[config.mk]
export PLATFORM = sky130hd
export DESIGN_NAME = nes_dma_engine
export DESIGN_NICKNAME = d
export VERILOG_FILES = /design/src/rtl/nes_dma_engine.sv
export SDC_FILE = /design/constraint.sdc
export NUM_CORES = 1
export LEC_CHECK = 0
export BUFFER_PORTS_ARGS = -buffer_cell sky130_fd_sc_hd__buf_4
export CAP_MARGIN = 0
export CELL_PAD_IN_SITES_DETAIL_PLACEMENT = 1
export CELL_PAD_IN_SITES_GLOBAL_PLACEMENT = 1
export CORE_ASPECT_RATIO = 0.6
export CORE_MARGIN = 2
export CORE_UTILIZATION = 37
export CTS_CLUSTER_DIAMETER = 50
export DETAILED_ROUTE_END_ITERATION = 10
export PLACE_DENSITY = 0.84
export SLEW_MARGIN = 15
export SYNTH_ARGS = -nofsm -noshare
export SYNTH_HDL_FRONTEND = slang
export SYNTH_SLANG_ARGS = --single-unit
[constraint.sdc]
create_clock -name clk -period 3.5 [get_ports clk]
set_input_delay 0.7 -clock clk [delete_from_list [all_inputs] [get_ports clk]]
set_output_delay 0.7 -clock clk [all_outputs]
set_load 0.005 [all_outputs]
[src/rtl/nes_dma_engine.sv]
// nes_dma_engine: bus-owning DMA for the 2A03 core. Copies a sprite page to
// the OAM data port and fetches DMC sample bytes, halting the CPU through
// cpu_rdy. Get/put parity keeps reads on get cycles and writes on put cycles.
// A pending DMC fetch steals the next GET slot from a running sprite copy.
module nes_dma_engine #(
    parameter logic [15:0] TRIG_ADDR = 16'h4014,
    parameter logic [15:0] SPR_DEST  = 16'h2004,
    parameter int          SPR_LEN   = 256
) (
    input  logic        clk,
    input  logic        rst,
    input  logic        cpu_ce,
    input  logic [15:0] cpu_a,
    input  logic        cpu_r_nw,
    input  logic [7:0]  cpu_dout,
    input  logic [7:0]  mem_din,
    input  logic        dmc_req,
    input  logic [15:0] dmc_addr,
    output logic [15:0] dma_a,
    output logic [7:0]  dma_dout,
    output logic        dma_r_nw,
    output logic        dma_active,
    output logic        cpu_rdy,
    output logic        dmc_ack,
    output logic [7:0]  dmc_data
);

    typedef enum logic [2:0] {
        S_IDLE  = 3'd0,
        S_HALT  = 3'd1,
        S_ALIGN = 3'd2,
        S_GET   = 3'd3,
        S_PUT   = 3'd4
    } state_t;

    // Index of the last sprite byte; idx never advances past it.
    localparam logic [7:0] LAST_IDX = 8'(SPR_LEN - 1);

    state_t      state_q, state_d;
    logic        parity_q;
    logic [7:0]  idx_q, idx_d;
    logic        spr_pend_q, spr_pend_d;
    logic        dmc_pend_q, dmc_pend_d;
    logic [7:0]  page_q;
    logic [7:0]  buf_q;
    logic [7:0]  dmc_data_q;
    logic        dmc_ack_q;

    logic        trig;
    logic        dmc_serve;
    logic        spr_read;
    logic        spr_done;

    // Qualified events for the current CPU cycle.
    always_comb begin
        trig      = cpu_ce && !cpu_r_nw && (cpu_a == TRIG_ADDR) && (state_q == S_IDLE);
        dmc_serve = cpu_ce && (state_q == S_GET) && dmc_pend_q;
        spr_read  = cpu_ce && (state_q == S_GET) && !dmc_pend_q;
        spr_done  = cpu_ce && (state_q == S_PUT) && (idx_q == LAST_IDX);
    end

    // Pending-request flags: serve/finish clears win over a simultaneous set.
    always_comb begin
        spr_pend_d = spr_pend_q;
        dmc_pend_d = dmc_pend_q;
        if (trig)
            spr_pend_d = 1'b1;
        if (spr_done)
            spr_pend_d = 1'b0;
        if (cpu_ce && dmc_req)
            dmc_pend_d = 1'b1;
        if (dmc_serve)
            dmc_pend_d = 1'b0;
    end

    // Sprite index: advances after each PUT, returns to 0 after the last byte.
    always_comb begin
        idx_d = idx_q;
        if (cpu_ce && (state_q == S_PUT))
            idx_d = (idx_q == LAST_IDX) ? 8'd0 : idx_q + 8'd1;
    end

    // FSM next state: one state visit per CPU cycle.
    always_comb begin
        state_d = state_q;
        if (cpu_ce) begin
            case (state_q)
                S_IDLE:  if (spr_pend_d || dmc_pend_d) state_d = S_HALT;
                // parity_q=0 means this HALT is a get cycle, so the next one is a put.
                S_HALT:  state_d = parity_q ? S_GET : S_ALIGN;
                S_ALIGN: state_d = S_GET;
                S_GET: begin
                    if (dmc_pend_q)
                        state_d = spr_pend_q ? S_ALIGN : S_IDLE;
                    else
                        state_d = S_PUT;
                end
                S_PUT:   state_d = (idx_q == LAST_IDX) ? S_IDLE : S_GET;
                default: state_d = S_IDLE;
            endcase
        end
    end

    // FSM state register and control flags.
    always_ff @(posedge clk or posedge rst) begin
        if (rst) begin
            state_q    <= S_IDLE;
            parity_q   <= 1'b0;
            idx_q      <= 8'd0;
            spr_pend_q <= 1'b0;
            dmc_pend_q <= 1'b0;
            dmc_ack_q  <= 1'b0;
            dmc_data_q <= 8'd0;
        end else begin
            state_q    <= state_d;
            idx_q      <= idx_d;
            spr_pend_q <= spr_pend_d;
            dmc_pend_q <= dmc_pend_d;
            dmc_ack_q  <= dmc_serve;
            if (cpu_ce)
                parity_q <= ~parity_q;
            if (dmc_serve)
                dmc_data_q <= mem_din;
        end
    end

    // Data holding registers: page latched on trigger, sprite byte on each GET.
    always_ff @(posedge clk) begin
        if (trig)
            page_q <= cpu_dout;
        if (spr_read)
            buf_q <= mem_din;
    end

    // FSM outputs: bus drive decoded from the current state.
    always_comb begin
        cpu_rdy    = (state_q == S_IDLE);
        dma_active = (state_q == S_GET) || (state_q == S_PUT);
        dma_r_nw   = (state_q != S_PUT);
        dma_a      = 16'd0;
        dma_dout   = 8'd0;
        case (state_q)
            S_GET:   dma_a = dmc_pend_q ? dmc_addr : {page_q, idx_q};
            S_PUT: begin
                dma_a    = SPR_DEST;
                dma_dout = buf_q;
            end
            default: dma_a = 16'd0;
        endcase
    end

    assign dmc_ack  = dmc_ack_q;
    assign dmc_data = dmc_data_q;

endmodule
## Word level (Yosys, flattened, before mapping)

Index checks and enable logic that the tools add are counted.

| word-level totals | value |
|---|---|
| register bits | 39 |
| input bits | 53 |
| output and inout bits | 36 |

| cells by class | value |
|---|---|
| add/sub/neg operators | 1 |
| equal/unequal tests | 8 |
| multiplexer cells | 14 |
| bitwise operators | 1 |
| reduce and logical (&&, ||, !) cells | 15 |

Operators with widths:

| operator | number |
|---|---|
| 16-bit case mux with 2 select lines | 1 |
| 16-bit by 15-bit == test with 1-bit output, second input constant | 1 |
| 16-bit two-way mux | 1 |
| 8-bit two-way mux | 2 |
| 3-bit case mux with 5 select lines | 1 |
| 1-bit logical AND | 9 |
| 8-bit by 1-bit adder with 8-bit output, second input constant | 1 |
| 8-bit == test, second input constant | 1 |
| 3-bit by 2-bit == test with 1-bit output, second input constant | 2 |
| 3-bit two-way mux | 2 |
| 1-bit two-way mux | 5 |
| 2-bit two-way mux | 2 |
| 3-bit by 1-bit == test with 1-bit output, second input constant | 1 |
| 3-bit == test, second input constant | 1 |
| 3-bit logical NOT | 1 |
| 3-bit != test, second input constant | 1 |
| 1-bit logical NOT | 2 |
| 1-bit logical OR | 2 |
| 2-bit by 1-bit != test with 1-bit output, second input constant | 1 |
| 2-bit AND reduction | 1 |
| 1-bit inverter | 1 |

## Logic depth before layout (Yosys ltp)

Gate-level depths: netlist (run 1).

| logic depth | value |
|---|---|
| depth after elaboration | 9 |
| mapped depth | 6 |

## Worst setup path after synthesis (run 1)

OpenSTA, ideal clock, no wires.

| timing path | value |
|---|---|
| kind | input to register |
| from | input cpu_a[10] |
| to | register page_q[0], enable pin |
| setup time | 0.398 ns |
| arrival | 2.224 ns |
| setup slack | 0.878 ns |
| stages on the path | 2 |
| cell sequence | or4_4 nor4_1 |

| on the way | value |
|---|---|
| longest elaborated chain between the ends | 3 |

RTL lines:

| item | line | source |
|---|---|---|
| start: declaration | 13 | `input logic [15:0] cpu_a,` |
| 16-bit by 15-bit == test with 1-bit output | 56 | `trig = cpu_ce && !cpu_r_nw && (cpu_a == TRIG_ADDR) && (state_q == S_IDLE);` |
| 1-bit logical AND (2 in series) | 56 |  |
| named net trig | 49 | `logic trig;` |
| end signal: assignment | 130 | `page_q <= cpu_dout;` |
| end: declaration | 44 | `logic [7:0] page_q;` |

The timed path passes the listed nets, and every way through them passes these cells.
A chain may end at the register's enable or synchronous reset.

## Worst setup path in the final report (run 1)

| timing path | value |
|---|---|
| from | register state_q[0] |
| to | output dma_a[13] |

| on the way | value |
|---|---|
| longest elaborated chain between the ends | 2 |

RTL lines:

| item | line | source |
|---|---|---|
| start: declaration | 39 | `state_t state_q, state_d;` |
| start signal: assignment | 115 | `state_q <= state_d;` |
| 3-bit == test or 3-bit by 2-bit == test with 1-bit output (tied branches) | 142 | `case (state_q)` |
| 16-bit case mux with 2 select lines * | 142 |  |
| end: declaration | 19 | `output logic [15:0] dma_a,` |

Mark *: on every way between the ends. The rest lies on a longest branch, timed or not.

==> results.py, run 1 <==
metrics = {
    "status": {
        "outcome": "completed",
    },
    "logic_synthesis": {
        "syn_nets": 216,
        "synth_top_family_by_area": "simple AND/OR/NAND/NOR gates",
        "synth_cell_types": 37,
        "ys_seq_area_frac": 0.556,
        "synth_area_per_cell_um2": 11.7,
        "synth_seq_cells": 39,
        "synthFlopType": "dfrtp_1",
        "netlist_instances": 162,
        "synth-compound-area-share": 0.0738,
        "synth-edff-count": 16,
        "synth_xor_area_frac": 0.0231,
        "muxShareOfSynthArea": 0.132,
        "async_flop_share": 0.590,
        "synth-simple-area-share": 0.184,
        "syn-cell-area_mm2": 0.00190,
        "synthAdderAreaFrac": 0.00659,
        "yosys_warnings": 0,
    },
    "floorplanning": {
        "io_pins": 89,
        "die-height_um": 59.5,
        "rows": 20,
        "core_mm2": 0.00500,
        "die_w_um": 96.5,
        "initial_core_util": 0.380,
        "dieArea_mm2": 0.00574,
    },
    "run": {
        "drv_cap": 0,
    },
    "clocking": {
        "holdBufCountCts": 0,
        "clkTransAtPathRegs_ns": 0.09,
        "post-cts-setup-buffer-count": 0,
        "cts_max_path_buffers": 2,
        "cts_sinks": 39,
        "root_buffer": "clkbuf_8",
        "cts_tree": "done",
        "numCtsBuffers": 5,
        "h-tree-depth": 2,
        "ctsResizeCount": 0,
        "clock_latency_ns": 0.30,
    },
    "setup_path": {
        "worstPathMaxFanout": 17,
        "start_kind": "flip-flop",
        "cp_data_required_time_ns": 2.80,
        "crit_buf_inv": 1,
        "max_stage_delay_ns": 0.52,
        "cp-end-kind": "primary output",
        "path_class": "flip-flop to primary output",
        "arrival_ns": 1.98,
        "critPathTopFamily": "simple AND/OR/NAND/NOR gates",
        "crit_path_cell_trace": "nor2b_2 -> nand2_1 -> o21ai_0 -> buf_4",
        "crit_path_top_delay_cell": "dfrtp_1",
        "reg2reg_depth": 2,
        "path_depth": 4,
    },
    "timing": {
        "drv_slew": 0,
        "max_freq_mhz": 373,
        "finalHoldViolCount": 0,
        "layout_min_cycle_time_ns": 2.68,
        "relSlewSlack": 0.282,
        "setup_ws_ns": 0.822,
        "rsz0062_at_grt": "false",
        "fin_skew_ns": 0.0101,
        "period_share": 0.765,
        "tns_ns": 0,
        "tightest_slew_ns": 1.08,
        "setup_viol": 0,
    },
    "route": {
        "vias": 1601,
        "firstDrtPassIters": 4,
        "wirelength_um": 5050,
        "drtAntennaViolNets": 0,
        "drc": 0,
        "wl_per_cell_um": 15.8,
        "vias_per_cell": 5.00,
        "drtIter0Drc": 49,
    },
    "finish": {
        "drive_gt1_frac": 0.445,
        "antenna_cells": 0,
        "syn_to_final_growth_pct": 43.2,
        "layout_common_cells": "buf_4, dfrtp_1, nor2_1",
        "fin_nets": 307,
        "layout_commonest_cell": "buf_4",
    },
    "place": {
        "dp_slack_ns": 1.14,
        "gp_congestion": 0.774,
        "port_buffers": 88,
        "dpl.hpwl_um": 3920,
    },
    "global_routing": {
        "grt_pass1_vias": 1668,
        "gr-total-overflow": 0,
        "grt_usage": 0.190,
        "grt_antenna_before_repair": 0,
        "grt_pass1_wl_um": 8110,
        "grt_max_degree": 24,
    },
    "power_and_ir_drop": {
        "leakagePower_nw": 1.29,
        "vdd_ir_drop_max_v": 0.000324,
        "fin_total_pwr_mw": 1.67,
        "power_density_mw_per_mm2": 615,
    },
    "min_path": {
        "min_path_cells": 1,
        "hp-class": "flip-flop to flip-flop",
    },
}
worst reg2reg max path, stage by stage (launching register included):
cell and delay (ns):
dfrtp_1 1.06, and3_1 0.58, mux2_2 0.39
power by group:
part           total [mW]  internal, mW  leakage (nW)  switching [mW]
logic               0.645         0.381         0.818           0.263
clock network       0.320         0.143        0.0408           0.178
registers           0.706         0.575         0.435           0.132
per-layer routing:
| metal | GRT usage | wire length [µm] | up-vias |
|---|---|---|---|
| li1 | - | - | 759 |
| met1 | 0.249 | 2320 | 776 |
| met2 | 0.301 | 2270 | 62 |
| met3 | 0.0598 | 402 | 4 |
| met4 | 0.0664 | 56 | 0 |
| met5 | 0 | 0 | - |
kinds of logic after synthesis:
| kind of cell | count (synthesis) |
|---|---|
| fa+ha+maj | 1 |
| xor+xnor | 5 |
| flops | 39 |
| mux | 24 |
| compound gates | 19 |
| buf+inv | 10 |
| simple gates | 64 |
registers in the layout, summed over array words and instances (netlist names):
| signal | count |
|---|---|
| buf_q | 8 |
| dmc_ack | 1 |
| dmc_data | 8 |
| dmc_pend_q | 1 |
| idx_q | 8 |
| page_q | 8 |
| parity_q | 1 |
| spr_pend_q | 1 |
| state_q | 3 |
cell usage after synthesis (2+ instances only):
library cell | instances | area, µm²
nor4_1 | 3 | 18.8
edfxtp_1 | 16 | 480
a21o_1 | 2 | 15.0
dfrtp_1 | 23 | 576
o22ai_1 | 2 | 12.5
inv_1 | 5 | 18.8
nand4_1 | 3 | 18.8
nor2_1 | 21 | 78.8
a21oi_1 | 4 | 20.0
and2_1 | 10 | 62.6
xor2_1 | 3 | 26.3
mux2_2 | 8 | 90.1
and4_1 | 2 | 17.5
buf_2 | 2 | 10.0
mux2i_1 | 16 | 160
o21ai_0 | 6 | 30.0
nand2_1 | 15 | 56.3
xnor2_1 | 2 | 17.5
final timing paths:
check | end | start | slack [ns]
hold / removal | parity_q$_DFFE_PP0P_ | parity_q$_DFFE_PP0P_ | 0.48
hold reg to reg | parity_q$_DFFE_PP0P_ | parity_q$_DFFE_PP0P_ | 0.48
max in group asynchronous | state_q[1]$_DFFE_PP0P_ | rst | 2.30
setup reg to reg | dmc_data[6]$_DFFE_PP0P_ | dmc_pend_q$_DFF_PP0_ | 1.35
min in group asynchronous | idx_q[2]$_DFFE_PP0P_ | rst | 0.62
setup / recovery | dma_a[13] | state_q[0]$_DFFE_PP0P_ | 0.82
final cells by class:
cell class | count | area [µm²]
inverters | 5 | 18.8
clock buffers | 5 | 68.8
flip-flops and latches | 39 | 1060
repair buffers | 89 | 668
fillers | 569 | 2280
well taps | 66 | 82.6
multi-input cells | 113 | 802
clock inverters | 3 | 23.8
stage by stage:
stage,instance area (µm²),hold WS [ns],util,std cells
finish,2720,0.482,0.544,320
detailed placement,2630,0.473,0.525,312
CTS,2720,0.490,0.544,320
global route,2720,0.517,0.544,320
global placement,2630,0.480,0.525,312
floorplan,1900,0.442,-,162
No activity file was read; power rests on OpenSTA's default activity.
==> inputs of run 2 (changes only) <==
--- a/config.mk
+++ b/config.mk
@@ -5,16 +5,17 @@
 export SDC_FILE = /design/constraint.sdc
 export NUM_CORES = 1
 export LEC_CHECK = 0
+export ABC_AREA = 1
 export BUFFER_PORTS_ARGS = -buffer_cell sky130_fd_sc_hd__buf_4
 export CAP_MARGIN = 0
 export CELL_PAD_IN_SITES_DETAIL_PLACEMENT = 1
 export CELL_PAD_IN_SITES_GLOBAL_PLACEMENT = 1
 export CORE_ASPECT_RATIO = 0.6
 export CORE_MARGIN = 2
-export CORE_UTILIZATION = 37
+export CORE_UTILIZATION = 33
 export CTS_CLUSTER_DIAMETER = 50
 export DETAILED_ROUTE_END_ITERATION = 10
-export PLACE_DENSITY = 0.84
+export PLACE_DENSITY = 0.8
 export SLEW_MARGIN = 15
 export SYNTH_ARGS = -nofsm -noshare
 export SYNTH_HDL_FRONTEND = slang
==> constraint.sdc (replaced) <==
create_clock -name clk -period 2.7 [get_ports clk]
set_input_delay 0.54 -clock clk [delete_from_list [all_inputs] [get_ports clk]]
set_output_delay 0.54 -clock clk [all_outputs]
set_load 0.005 [all_outputs]
==> run 2 against run 1 <==
  * Clock power increased by 23%
  * Register-to-register slack got worse by 0.71 ns
  * Hold slack got worse by 0.068 ns
  * Design area increased by 3.7%
  * Final cell count increased by 33%
  * Flip-flop and latch count unchanged
  * Area after synthesis increased by 5.1%
  * Critical endpoint is now dma_a[2]
==> results.py, run 2 <==
metrics = {
    "timing": {
        "drv_slew": 0,
        "finalHoldViolCount": 0,
        "fin_skew_ns": 0.00230,
        "max_freq_mhz": 457,
        "setup_viol": 0,
        "layout_min_cycle_time_ns": 2.19,
        "holdWs_ns": 0.415,
        "relSlewSlack": 0.346,
        "tns_ns": 0,
        "rsz0062_at_grt": "false",
        "period_share": 0.811,
        "tightest_slew_ns": 0.980,
    },
    "setup_path": {
        "crit_path_top_delay_cell": "dfrtp_1",
        "max_stage_delay_ns": 0.44,
        "r2r-start": "state_q[0]$_DFFE_PP0P_",
        "crit_path_cell_trace": "nand2_2 -> nor2_4 -> inv_1 -> o21ai_0 -> buf_4",
        "path_class": "flip-flop to primary output",
        "crit_buf_inv": 2,
        "cp-end-kind": "primary output",
        "start_kind": "flip-flop",
        "critPathTopFamily": "simple AND/OR/NAND/NOR gates",
        "reg2reg_depth": 4,
        "arrival_ns": 1.65,
        "worstPathMaxFanout": 16,
        "cp_data_required_time_ns": 2.16,
        "r2r-end": "buf_q[2]$_DFFE_PP_",
        "ff2ff_setup_slack_ns": 0.64,
    },
    "min_path": {
        "min_path_cells": 1,
        "hp-class": "primary input to flip-flop",
        "hold-path-endpoint": "page_q[7]$_DFFE_PP_",
        "worstHoldStart": "cpu_dout[7]",
    },
    "floorplanning": {
        "core_mm2": 0.00570,
        "dieArea_mm2": 0.00671,
        "die_w_um": 104,
        "die-height_um": 64.2,
        "io_pins": 89,
        "rows": 21,
        "initial_core_util": 0.350,
    },
    "run": {
        "drv_cap": 0,
    },
    "route": {
        "drtIter0Drc": 133,
        "firstDrtPassIters": 5,
        "wl_per_cell_um": 15.1,
        "drc": 0,
        "wirelength_um": 6440,
        "drtAntennaViolNets": 0,
        "vias_per_cell": 4.66,
        "vias": 1989,
    },
    "clocking": {
        "holdBufCountCts": 0,
        "root_buffer": "clkbuf_8",
        "cts_max_path_buffers": 2,
        "numCtsBuffers": 5,
        "clock_latency_ns": 0.30,
        "post-cts-setup-buffer-count": 0,
        "cts_tree": "done",
        "h-tree-depth": 2,
        "clkTransAtPathRegs_ns": 0.08,
        "cts_sinks": 39,
        "ctsResizeCount": 0,
    },
    "place": {
        "dpl.hpwl_um": 5060,
        "dp_cells": 419,
        "gp_congestion": 0.811,
        "port_buffers": 88,
    },
    "logic_synthesis": {
        "synth-compound-area-share": 0.0401,
        "ys_top_cells_by_area": "dfrtp_1, edfxtp_1, nand2_1",
        "synth_area_per_cell_um2": 7.80,
        "synth_top_family_by_area": "simple AND/OR/NAND/NOR gates",
        "yosys_warnings": 0,
        "synth_xor_area_frac": 0.0132,
        "syn_nets": 310,
        "synth.most_common_cell": "nand2_1",
        "synth_seq_cells": 39,
        "synthAdderAreaFrac": 0.00627,
        "ys_seq_area_frac": 0.529,
        "synth_top_area_share": 0.288,
        "muxShareOfSynthArea": 0.0100,
        "netlist_instances": 256,
        "yosysTopAreaCell": "dfrtp_1",
        "synth_cell_types": 25,
        "synth-simple-area-share": 0.308,
        "synth-edff-count": 16,
        "async_flop_share": 0.590,
        "yosys-top-cells-count": "nand2_1, inv_1, nor2_1",
        "synthFlopType": "dfrtp_1",
        "syn-cell-area_mm2": 0.00200,
    },
    "power_and_ir_drop": {
        "fin_total_pwr_mw": 2.09,
        "vdd_ir_drop_max_v": 0.000284,
        "power_density_mw_per_mm2": 742,
        "leakagePower_nw": 1.56,
    },
    "global_routing": {
        "grt_pass1_vias": 2075,
        "grt_antenna_before_repair": 0,
        "grt_max_degree": 24,
        "grt_usage": 0.208,
        "grt_pass1_wl_um": 10700,
        "gr-total-overflow": 0,
    },
    "finish": {
        "fin_nets": 400,
        "layout_commonest_cell": "nand2_1",
        "layout_common_cells": "nand2_1, buf_4, inv_1",
        "syn_to_final_growth_pct": 41.4,
        "drive_gt1_frac": 0.308,
        "antenna_cells": 0,
        "fin_cells": 427,
    },
    "status": {
        "outcome": "completed",
    },
}
[run 2: logic make-up (layout without fill, tap and decap cells)]
family | Yosys count | in the layout
AOI/OAI and AO/OA | 16 | 16
and+or+nand+nor | 147 | 147
DFF | 39 | 39
adders and majority gates | 1 | 1
xor gates and xnor gates | 3 | 3
buffers and inverters | 48 | 139
muxes | 2 | 2
[run 2: how the worst max path moves through the flow]
stage	to	from	slack, ns	depth (start not counted)
final	dma_a[2]	state_q[0]$_DFFE_PP0P_	0.51	5
after floorplan	dma_a[10]	dmc_pend_q$_DFF_PP0_	1.10	7
after global placement	buf_q[2]$_DFFE_PP_	state_q[0]$_DFFE_PP0P_	0.88	4
after global routing	dma_a[2]	state_q[0]$_DFFE_PP0P_	0.38	5
after detailed placement	buf_q[2]$_DFFE_PP_	state_q[0]$_DFFE_PP0P_	0.66	4
after CTS	dma_a[2]	state_q[0]$_DFFE_PP0P_	0.52	5
[run 2: worst reg2reg max path: stages (launching register included)]
cell,delay [ns]
dfrtp_1,0.44
nand2_2,0.12
nor2_4,0.33
nand2_1,0.16
nor2_1,0.65
[run 2: layout make-up]
type,count,area (µm²)
clock buffer,7,76.3
clock inverter,1,5.00
fill,744,2880
inverter,41,154
multi-input combinational,169,754
sequential,39,1060
tap,80,100
timing repair buffer,90,676
[run 2: metal layers]
| layer | global-route usage | vias up | part of all wire |
|---|---|---|---|
| li1 | - | 958 | - |
| met1 | 0.282 | 969 | 0.47 |
| met2 | 0.334 | 54 | 0.46 |
| met3 | 0.0459 | 8 | 0.054 |
| met4 | 0.0608 | 0 | 0.011 |
| met5 | 0 | - | 0 |
[run 2: through the flow]
step | cell area, µm² | util | setup WS (ns)
after CTS | 2820 | 0.495 | 0.521
after detailed placement | 2740 | 0.481 | 0.661
after global placement | 2740 | 0.481 | 0.881
after global routing | 2820 | 0.495 | 0.379
final | 2820 | 0.495 | 0.510
after floorplan | 2000 | - | 1.10
[run 2: where the power goes]
group	switching (mW)	total, mW	internal [mW]
sequential	0.0895	0.822	0.733
clock	0.213	0.394	0.182
combinational	0.486	0.876	0.390
==> inputs of run 3 (changes only) <==
--- a/config.mk
+++ b/config.mk
@@ -12,10 +12,10 @@
 export CELL_PAD_IN_SITES_GLOBAL_PLACEMENT = 1
 export CORE_ASPECT_RATIO = 0.6
 export CORE_MARGIN = 2
-export CORE_UTILIZATION = 33
+export CORE_UTILIZATION = 29
 export CTS_CLUSTER_DIAMETER = 50
 export DETAILED_ROUTE_END_ITERATION = 10
-export PLACE_DENSITY = 0.8
+export PLACE_DENSITY = 0.75
 export SLEW_MARGIN = 15
 export SYNTH_ARGS = -nofsm -noshare
 export SYNTH_HDL_FRONTEND = slang
==> constraint.sdc (replaced) <==
create_clock -name clk -period 1.95 [get_ports clk]
set_input_delay 0.39 -clock clk [delete_from_list [all_inputs] [get_ports clk]]
set_output_delay 0.39 -clock clk [all_outputs]
set_load 0.005 [all_outputs]
==> run 3 against run 2 <==
  * Combinational power rose by 36%
  * Count of clock-buffer cells in the layout fell by 2
  * Utilization fell by 5.3 points
  * Largest power group unchanged
  * Sequential share of layout area fell by 1.6 points
  * Highest routed layer unchanged
  * Routed wire length fell by 7.1%
==> results.py, run 3 (synthesized netlist as in run 2, its figures left out) <==
metrics = {
    "finish": {
        "layout_commonest_cell": "nand2_1",
        "layout_common_cells": "nand2_1, buf_4, inv_1",
        "fin_nets": 404,
        "syn_to_final_growth_pct": 47.8,
        "drive_gt1_frac": 0.328,
        "antenna_cells": 0,
    },
    "setup_path": {
        "reg2reg_depth": 8,
        "cp_data_required_time_ns": 1.56,
        "arrival_ns": 1.44,
        "cp-end-kind": "primary output",
        "ff2ff_setup_slack_ns": 0.24,
        "path_class": "flip-flop to primary output",
        "worstPathMaxFanout": 12,
        "start_kind": "flip-flop",
        "r2r-start": "idx_q[1]$_DFFE_PP0P_",
        "r2r-end": "state_q[1]$_DFFE_PP0P_",
    },
    "floorplanning": {
        "initial_core_util": 0.299,
        "die-height_um": 68.3,
        "die_w_um": 111,
        "core_mm2": 0.00668,
        "io_pins": 89,
        "rows": 23,
        "dieArea_mm2": 0.00758,
    },
    "global_routing": {
        "gr-total-overflow": 0,
        "grt_usage": 0.161,
        "grt_max_degree": 24,
        "grt_antenna_before_repair": 0,
        "grt_pass1_vias": 1859,
        "grt_pass1_wl_um": 9380,
    },
    "timing": {
        "finalHoldViolCount": 0,
        "period_share": 0.937,
        "layout_min_cycle_time_ns": 1.83,
        "max_freq_mhz": 547,
        "drv_slew": 0,
        "setup_viol": 0,
        "fin_skew_ns": 0.00323,
        "tns_ns": 0,
        "relSlewSlack": 0.719,
        "tightest_slew_ns": 0.421,
        "rsz0062_at_grt": "true",
    },
    "place": {
        "dpl.hpwl_um": 4750,
        "port_buffers": 88,
        "gp_congestion": 0.802,
    },
    "clocking": {
        "clock_latency_ns": 0.28,
        "cts_sinks": 39,
        "numCtsBuffers": 5,
        "holdBufCountCts": 0,
        "post-cts-setup-buffer-count": 0,
        "root_buffer": "clkbuf_16",
        "clkTransAtPathRegs_ns": 0.06,
        "cts_max_path_buffers": 2,
        "cts_tree": "done",
        "h-tree-depth": 2,
    },
    "min_path": {
        "hp-class": "primary input to asynchronous set/reset pin",
    },
    "power_and_ir_drop": {
        "leakagePower_nw": 1.62,
        "vdd_ir_drop_max_v": 0.000400,
        "fin_total_pwr_mw": 3.27,
        "power_density_mw_per_mm2": 1110,
    },
    "status": {
        "outcome": "completed",
    },
    "route": {
        "firstDrtPassIters": 4,
        "wl_per_cell_um": 13.7,
        "drtAntennaViolNets": 0,
        "drtIter0Drc": 138,
        "vias_per_cell": 4.39,
        "drc": 0,
        "vias": 1922,
        "wirelength_um": 5980,
    },
    "run": {
        "drv_cap": 0,
    },
}
## run 3: critical path, stage by stage (launching register included)
cell	delay, ns
dfrtp_2	0.49
clkinvlp_4	0.26
nand2_1	0.11
nand2_1	0.06
nand2_1	0.06
inv_1	0.04
buf_4	0.12
## run 3: per-stage QoR
stage               instance area [µm²]  setup slack, ns  hold slack [ns]  instances  utilization
CTS                                2940           0.0461            0.171        438        0.441
floorplan                          2000            0.495            0.392        256            -
global route                       2950          -0.0116            0.201        438        0.442
detailed placement                 2780            0.235            0.468        430        0.416
global placement                   2780            0.246            0.460        430        0.416
finish                             2950            0.122            0.158        438        0.442
## run 3: worst max path at each step
stage / start / to / slack [ns] / cells after the start
floorplan: dmc_pend_q$_DFF_PP0_ / buf_q[0]$_DFFE_PP_ / 0.50 / 3
global placement: cpu_ce / page_q[4]$_DFFE_PP_ / 0.25 / 6
detailed placement: cpu_ce / page_q[3]$_DFFE_PP_ / 0.24 / 6
CTS: dmc_pend_q$_DFF_PP0_ / dma_a[1] / 0.05 / 6
global route: dmc_pend_q$_DFF_PP0_ / dma_a[1] / -0.01 / 6
finish: dmc_pend_q$_DFF_PP0_ / dma_a[14] / 0.12 / 6
## run 3: layer usage
metal,share of wire,up-vias,global-route usage
li1,-,968,-
met1,0.50,870,0.231
met2,0.41,78,0.235
met3,0.077,6,0.0478
met4,0.0085,0,0.0432
met5,0,-,0
## run 3: cell type report
| type | count | area (µm²) |
|---|---|---|
| Fill cell | 812 | 3730 |
| Sequential cell | 39 | 1060 |
| Multi-Input combinational cell | 169 | 757 |
| Timing Repair Buffer | 94 | 706 |
| Inverter | 41 | 158 |
| Clock buffer | 5 | 125 |
| Tap cell | 87 | 109 |
| Clock inverter | 3 | 38.8 |
## run 3: power breakdown
| group | switching (mW) | internal, mW | total (mW) |
|---|---|---|---|
| registers | 0.150 | 1.02 | 1.17 |
| logic | 0.626 | 0.564 | 1.19 |
| clock network | 0.317 | 0.596 | 0.913 |
| total | 1.09 | 2.18 | 3.27 |
## run 3: repair_timing
item,CTS,global route
endpoints found under the hold margin,0,0
gates resized for setup,0,3
endpoints found under the setup margin,0,20
